## config.mk

```make
export PLATFORM = sky130hd
export DESIGN_NAME = bmem_line_adapter
export DESIGN_NICKNAME = d
export VERILOG_FILES = /design/src/rtl/bmem_pkg.sv /design/src/rtl/bmem_beat_shifter.sv /design/src/rtl/bmem_line_adapter.sv
export SDC_FILE = /design/constraint.sdc
export NUM_CORES = 1
export LEC_CHECK = 0
export ABC_AREA = 1
export CAP_MARGIN = 20
export CORE_AREA = 2 2 286 288
export CTS_CLUSTER_SIZE = 24
export DETAILED_ROUTE_END_ITERATION = 7
export DIE_AREA = 0 0 288 290
export HOLD_SLACK_MARGIN = 0.08
export PLACE_DENSITY = 0.59
export SYNTH_ARGS = -nofsm -noshare
export SYNTH_HDL_FRONTEND = slang
export SYNTH_SLANG_ARGS = --single-unit
```

## constraint.sdc

```tcl
create_clock -name clk -period 4.3 [get_ports clk]
set_input_delay 0.86 -clock clk [delete_from_list [all_inputs] [get_ports clk]]
set_output_delay 0.86 -clock clk [all_outputs]
set_load 0.1 [all_outputs]
```

## src/rtl/bmem_pkg.sv

```systemverilog
// bmem_pkg: shared widths and adapter state encoding for the bmem line adapter
package bmem_pkg;
    localparam int BEAT_WIDTH = 64;
    localparam int BURST_LEN = 4;
    localparam int LINE_WIDTH = BEAT_WIDTH * BURST_LEN;
    localparam int LINE_OFFSET_BITS = 5;
    localparam int CNT_WIDTH = $clog2(BURST_LEN);
    typedef enum logic [2:0] {IDLE, RD_CMD, RD_DATA, WR_BURST, RESP} adapter_state_t;
endpackage

```

## src/rtl/bmem_beat_shifter.sv

```systemverilog
// bmem_beat_shifter: cacheline register with a beat-indexed write port and beat-indexed read mux
module bmem_beat_shifter
    import bmem_pkg::*;
(
    input  logic                  clk,
    input  logic                  rst,
    input  logic                  load,
    input  logic                  store,
    input  logic [LINE_WIDTH-1:0] load_line,
    input  logic [CNT_WIDTH-1:0]  idx,
    input  logic [BEAT_WIDTH-1:0] beat_in,
    output logic [LINE_WIDTH-1:0] line,
    output logic [BEAT_WIDTH-1:0] beat_out
);
    // whole-line load for writes, single-beat store for returning read beats
    always_ff @(posedge clk)
        if (rst) line <= '0;
        else if (load) line <= load_line;
        else if (store) line[int'(idx) * BEAT_WIDTH +: BEAT_WIDTH] <= beat_in;
    assign beat_out = line[int'(idx) * BEAT_WIDTH +: BEAT_WIDTH];
endmodule

```

## src/rtl/bmem_line_adapter.sv

```systemverilog
// bmem_line_adapter: turns one 256-bit cacheline request into a 4-beat bmem burst
module bmem_line_adapter
    import bmem_pkg::*;
#(
    parameter int ADDR_WIDTH = 32
) (
    input  logic                  clk,
    input  logic                  rst,
    input  logic [ADDR_WIDTH-1:0] dfp_addr,
    input  logic                  dfp_read,
    input  logic                  dfp_write,
    input  logic [LINE_WIDTH-1:0] dfp_wdata,
    output logic [LINE_WIDTH-1:0] dfp_rdata,
    output logic                  dfp_resp,
    output logic [ADDR_WIDTH-1:0] bmem_addr,
    output logic                  bmem_read,
    output logic                  bmem_write,
    output logic [BEAT_WIDTH-1:0] bmem_wdata,
    input  logic                  bmem_ready,
    input  logic [ADDR_WIDTH-1:0] bmem_raddr,
    input  logic [BEAT_WIDTH-1:0] bmem_rdata,
    input  logic                  bmem_rvalid,
    output logic                  proto_err
);
    adapter_state_t state, state_next;
    logic [CNT_WIDTH-1:0] cnt;
    logic [LINE_WIDTH-1:0] line;
    logic [BEAT_WIDTH-1:0] beat_out;
    logic last_beat, rd_store, wr_xfer, err;
    logic [1:0] unused_bits;

    assign last_beat = cnt == CNT_WIDTH'(BURST_LEN - 1);
    assign rd_store = state == RD_DATA && bmem_rvalid && bmem_raddr == bmem_addr;
    assign wr_xfer = state == WR_BURST && bmem_ready;
    assign err = (state == IDLE && dfp_read && dfp_write)
               || (bmem_rvalid && (state == IDLE || state == RD_CMD || state == WR_BURST))
               || (state == RD_DATA && bmem_rvalid && bmem_raddr != bmem_addr);
    // offset bits are dropped by line alignment; the top beat is taken straight from bmem_rdata
    assign unused_bits = {^dfp_addr[LINE_OFFSET_BITS-1:0], ^line[LINE_WIDTH-1 -: BEAT_WIDTH]};

    bmem_beat_shifter u_shifter (
        .clk      (clk),
        .rst      (rst),
        .load     (state == IDLE && dfp_write),
        .store    (rd_store),
        .load_line(dfp_wdata),
        .idx      (cnt),
        .beat_in  (bmem_rdata),
        .line     (line),
        .beat_out (beat_out)
    );

    // state register
    always_ff @(posedge clk)
        state <= rst ? IDLE : state_next;

    // next state: write wins over read, bursts end on the last accepted beat
    always_comb begin
        state_next = state;
        case (state)
            IDLE:     state_next = dfp_write ? WR_BURST : dfp_read ? RD_CMD : IDLE;
            RD_CMD:   state_next = bmem_ready ? RD_DATA : RD_CMD;
            RD_DATA:  state_next = rd_store && last_beat ? RESP : RD_DATA;
            WR_BURST: state_next = wr_xfer && last_beat ? RESP : WR_BURST;
            default:  state_next = IDLE;
        endcase
    end

    // bus outputs decoded from state
    always_comb begin
        bmem_read = state == RD_CMD;
        bmem_write = state == WR_BURST;
        bmem_wdata = state == WR_BURST ? beat_out : '0;
        dfp_resp = state == RESP;
    end

    // line address, beat counter, completed read line and sticky protocol error
    always_ff @(posedge clk) begin
        if (rst) begin
            cnt <= '0;
            bmem_addr <= '0;
            dfp_rdata <= '0;
            proto_err <= 1'b0;
        end else begin
            if (state == IDLE && (dfp_read || dfp_write))
                bmem_addr <= {dfp_addr[ADDR_WIDTH-1:LINE_OFFSET_BITS], {LINE_OFFSET_BITS{1'b0}}};
            if (state == IDLE || (state == RD_CMD && bmem_ready)) cnt <= '0;
            else if (rd_store || wr_xfer) cnt <= cnt + 1'b1;
            if (rd_store && last_beat)
                dfp_rdata <= {bmem_rdata, line[LINE_WIDTH-BEAT_WIDTH-1:0]};
            if (err) proto_err <= 1'b1;
        end
    end
endmodule

```

# After elaboration in Yosys (flattened, before gate mapping)

Index checks and enable logic that the tools add are counted.

Add/subtract/negate cells: 2
$mul: 0
Div/mod/pow operators: 0
$lt $le $gt $ge: 0
Eq/ne operators: 7
Shift-type cells: 3
Mux-type cells: 10
Bitwise logic cells: 0
Reduce and logical (&&, ||, !) cells: 22

Operators with widths:

| operator                  | count |
|---|---|
| $mux 256                  | 2 |
| $bwmux 256                | 1 |
| $shift 64x33->256 const A | 1 |
| $shiftx 256x9->64         | 1 |
| $shiftx 64x33->256        | 1 |
| $mux 64                   | 1 |
| $neg 8->33                | 1 |
| $eq 32x32->1              | 1 |
| $ne 32x32->1              | 1 |
| $logic_and 1x1->1         | 12 |
| $pmux 3 s4                | 1 |
| $logic_or 1x1->1          | 7 |
| $eq 3x2->1 const B        | 2 |
| $mux 3                    | 2 |
| $mux 2                    | 2 |
| $eq 3x1->1 const B        | 1 |
| $eq 3x3->1 const B        | 1 |
| $logic_not 3->1           | 1 |
| $add 2x1->2 const B       | 1 |
| $eq 2x2->1 const B        | 1 |
| $reduce_bool 2->1         | 1 |
| $reduce_or 2->1           | 1 |
| $mux 1                    | 1 |

Register bits after elaboration: 545
Bits in latches: 0
Bits in writable memories: 0
Memory bits (read-only): 0
Output and inout port bits: 356
Logic and storage cells: 50
Memories: 0

# Longest topological paths before layout

Depth in word-level cells: 6
Gate-level depth with buffers: 16
Depth with buffers taken out: 13

# By module

A second synthesis with hierarchy kept.

Cells, all modules: 4892
Area total of the unflattened synthesis: 29004.1 sq um

By module, submodules not included:

| module            | times used | cells an instance | area each (sq um) | sequential area each (sq um) |
|---|---|---|---|---|
| bmem_beat_shifter | 1          | 2785              | 15964.1           | 5124.9 |
| bmem_line_adapter | 1          | 2107              | 13040.0           | 5785.5 |

# Worst setup path before layout

No wires, ideal clock.

Path kind: register to output
Start: register state[0]
End: output bmem_wdata[10]
Arrival: 4.755 ns
Data required time: 3.440 ns
Setup slack: -1.315 ns
Stages on the path, launching flop included: 6
Cell sequence: dfxtp_1 inv_1 nor3_1 inv_2 clkbuf_1 a21oi_1

Longest elaborated chain between the ends: 2

Ends and longest elaborated chain:

| item                   | RTL line                | text |
|---|---|---|
| start, declared        | bmem_line_adapter.sv:25 | `adapter_state_t state, state_next;` |
| start signal, assigned | bmem_line_adapter.sv:55 | `state <= rst ? IDLE : state_next;` |
| $eq 3x2->1             | --                      |  |
| via bmem_write         | bmem_line_adapter.sv:17 | `output logic bmem_write,` |
| $mux 64                | bmem_line_adapter.sv:73 | `bmem_wdata = state == WR_BURST ? beat_out : '0;` |
| end, declared          | bmem_line_adapter.sv:18 | `output logic [BEAT_WIDTH-1:0] bmem_wdata,` |

The timed path passes the listed nets, and every way through them passes these cells.

# Worst setup path in the final report

Start: register cnt[1]
End: output bmem_wdata[0]

Longest elaborated chain between the ends: 2

Ends and longest elaborated chain:

| item                   | RTL line                | text |
|---|---|---|
| start, declared        | bmem_line_adapter.sv:26 | `logic [CNT_WIDTH-1:0] cnt;` |
| start signal, assigned | bmem_line_adapter.sv:88 | `else if (rd_store \|\| wr_xfer) cnt <= cnt + 1'b1;` |
| $shiftx 256x9->64      | bmem_beat_shifter.sv:20 | `assign beat_out = line[int'(idx) * BEAT_WIDTH +: BEAT_WIDTH];` |
| $mux 64                | bmem_line_adapter.sv:73 |  |

Every way passes these cells.

==> results <==
- Counting flops and latches in the post-synthesis netlist gives roughly 550.
- Subtracting the final worst setup slack from the clock period gives around 3800 ps.
- In this run the static leakage power is 0.0155 µW.
- The floorplan step set the die height to a little under 300 µm.
- The total length of routed wires is 138 mm.
- The instance area at placement is 35900 µm².
- The worst setup path is launched from a flip-flop.
- Yosys printed 0 warnings.
- The worst hold margin is 447 ps.
- The number of maximum-capacitance violations is 0.
- The width of the die is ~290 µm.
- Global routing finished with a remaining overflow of 0.
- TritonCTS built the clock tree.
- Cells with a size suffix above 1 make up 5.63% of the layout.
- The clock latency on the worst-skew pair is 610 ps.
- Leaving out filler cells and counting taps, the final layout contains 5963.
- The overall fraction of global-route tracks in use is between 30% and 40%.
- The effective utilization at floorplan is about a third.
- The actual transition at the worst max-transition pin is roughly 1200 ps.
- The cell at the root of the clock tree is clkbuf_16.
- The maximum number of pins on one net before global-route repair is 183.
- The number of placed instances, taps included, is a little under 6k.
- The number of nets still failing antenna checks after routing is 0.
- The detailed-routing iteration count for the pre-antenna-repair pass is 5.
- Of all nets on the critical path, the largest fanout is 42.
- The kind of capture point of the worst setup path is an output pin.
- The CTS sink count is 545.
- The total non-filler cell area in the finished layout is 38100 µm².
- The net count of the finished layout is 5229.
- The post-CTS setup-driven buffer insertion count is 0.
- The total count of max-transition violations in the final report is 0.
- Setup repair after global routing left no endpoint under its margin.
- The area share of the leading cell type in the synthesized netlist is 38.9%.
- The detailed-route DRC error count is 0.
- The die area is 83500 µm².
- The number of failing hold endpoints at the final stage is 0.
- Sequential cells were found to cover 38.9% of the synthesized design area.
- Setup violations remaining at the end of the flow were counted as 0.
- In this run the core area contains 104 standard-cell rows.
- The maximum achievable frequency is approximately 260 MHz.
- Data arrives at the worst endpoint at 2980 ps.
- After detailed routing, the number of vias per cell comes to ~5.4.
- The via count of the first global-routing pass was 29.9k.
- The congestion estimate from routability-driven global placement came to 0.881.
- The data required time of the worst path is ~3400 ps.
- Ranked by total cell area, the synthesized netlist is headed by dfxtp_1 (39%), nand2_1 (10%), a21oi_1 (9.7%).
- The total area inside the core boundary comes to 80200 µm².
- Clock-pin slew was measured on the worst setup and hold paths at 60 ps.
- The initial antenna violation count is 31.
- The final critical-path share of the clock period is 89.4%.
- The pre-CTS setup slack is between 600 and 700 ps.
- Synthesis produced a netlist whose cell count is 4353.
- Leaving out fill and tap cells, the most frequent cells in the layout are nand2_1 (762), clkdlybuf4s50_1 (664), nor2_1 (606).
- The first global-routing pass estimated 201 mm of wire.
- Dividing the detail-routed wire length by the instance count gives 23.2 µm.
- The min-delay analysis places its worst path in the category flip-flop to flip-flop.
- From synthesis to final layout, the design area changed by 36.0%.
- During placement, the flow inserted port buffers numbering around 740.
- TritonCTS created 69 clock buffers.
- The total via count after detailed routing is 31.9k.
- Summed over all nets, the half-perimeter wirelength after detailed placement is 88.9 mm.
- The critical path class is flip-flop to output pin.
- The run finished with clean final reports.
- The synthesized design spends more area on one cell type than any other, namely dfxtp_1.
- For this design the ratio of total power to cell area is 396 nW/µm².
- The number of I/O pins is between 700 and 800.
- The peak supply drop is 0.000246 V.
- The average instance area after synthesis is 6.44 µm².
- The count of unique library cells instantiated by Yosys is 24.
- After synthesis the cells add up to 28000 µm².
- The final worst slack is between 400 and 500 ps.
- Leaving out fill and tap cells, the most frequent cell in the layout is nand2_1.
- The count of hold buffers inserted by post-cts repair is 0.
- The maximum clock insertion buffer count is 3.
- The clock tree synthesis step divided the H-tree into 3 levels.
- The post-cts repair resize count is 0.
- The post-route core utilization is 47.5%.
- The number of DRC violations after detailed-routing iteration 0 is 2707.
- Headroom to the max-slew limit came out at 18.3%.
- The setup skew after layout is 26.7 ps.
[worst paths after layout]
path / start / endpoint / slack [ps] / cells past startpoint
max: cnt[1] / bmem_wdata[0] / 460 / 6
max reg2reg: cnt[1] / u_shifter.line[126] / 810 / 11
min reg2reg: proto_err / proto_err / 450 / 2
min: proto_err / proto_err / 450 / 2
[through the flow]
step	total power (µW)	setup TNS (ps)
floorplan	8180	-16900
global placement	9410	0
detailed placement	9440	0
CTS	15100	0
global route	15800	0
finish	15100	0
[cell usage after synthesis, drive strengths merged]
| master | number |
|---|---|
| a21boi | 1 |
| a21oi | 544 |
| a31o | 1 |
| buf | 108 |
| clkbuf | 289 |
| conb | 1 |
| dfxtp | 545 |
| ha | 5 |
| inv | 404 |
| nand2 | 769 |
| nand3 | 357 |
| nand4 | 257 |
| nor2 | 609 |
| nor3 | 7 |
| o21a | 104 |
| o21ai | 352 |
[cell families (layout without fill, tap and decap cells)]
group                      after synthesis  after routing  synth area share [%]
AOI/OAI and AO/OA                     1002           1002                  18.8
buffers and inverters                  801           1328                  11.2
and+or+nand+nor                       1999           1999                  30.8
DFF                                    545            545                  38.9
adders and majority gates                5              5                 0.223
other                                    1             24                0.0134
[critical path, stage by stage (launching register included)]
cell,delay (ps)
dfxtp_4,750
inv_4,450
buf_12,320
a21oi_1,140
o21ai_0,120
a21oi_1,220
buf_4,330
[area by class of cell]
type                    count  area (µm²)
clock buffers             106        2050
fillers                  8352       42100
flip-flops and latches    545       10900
well taps                1060        1330
repair buffers            803        7970
clock inverters            15         111
diodes                     19        47.5
inverters                 404        1530
multi-input cells        3011       14100
[registers in the layout (all words and copies together) (netlist names)]
signal          count
u_shifter.line    256
state               3
dfp_rdata         256
bmem_addr          27
proto_err           1
cnt                 2
[power by group]
part,switching [µW],total [µW],internal [µW]
Combinational,2390,3600,1210
Clock,2410,5700,3280
Sequential,303,5780,5480
Total,5110,15100,9980
[routing by layer]
metal	track usage, %	wire (µm)	vias up
met4	12.3	4340	22
met2	51.4	64400	1356
li1	-	-	15300
met3	6.71	11700	243
met5	0	150	-
met1	41.4	57700	15000
No activity file was read; power rests on OpenSTA's default activity.
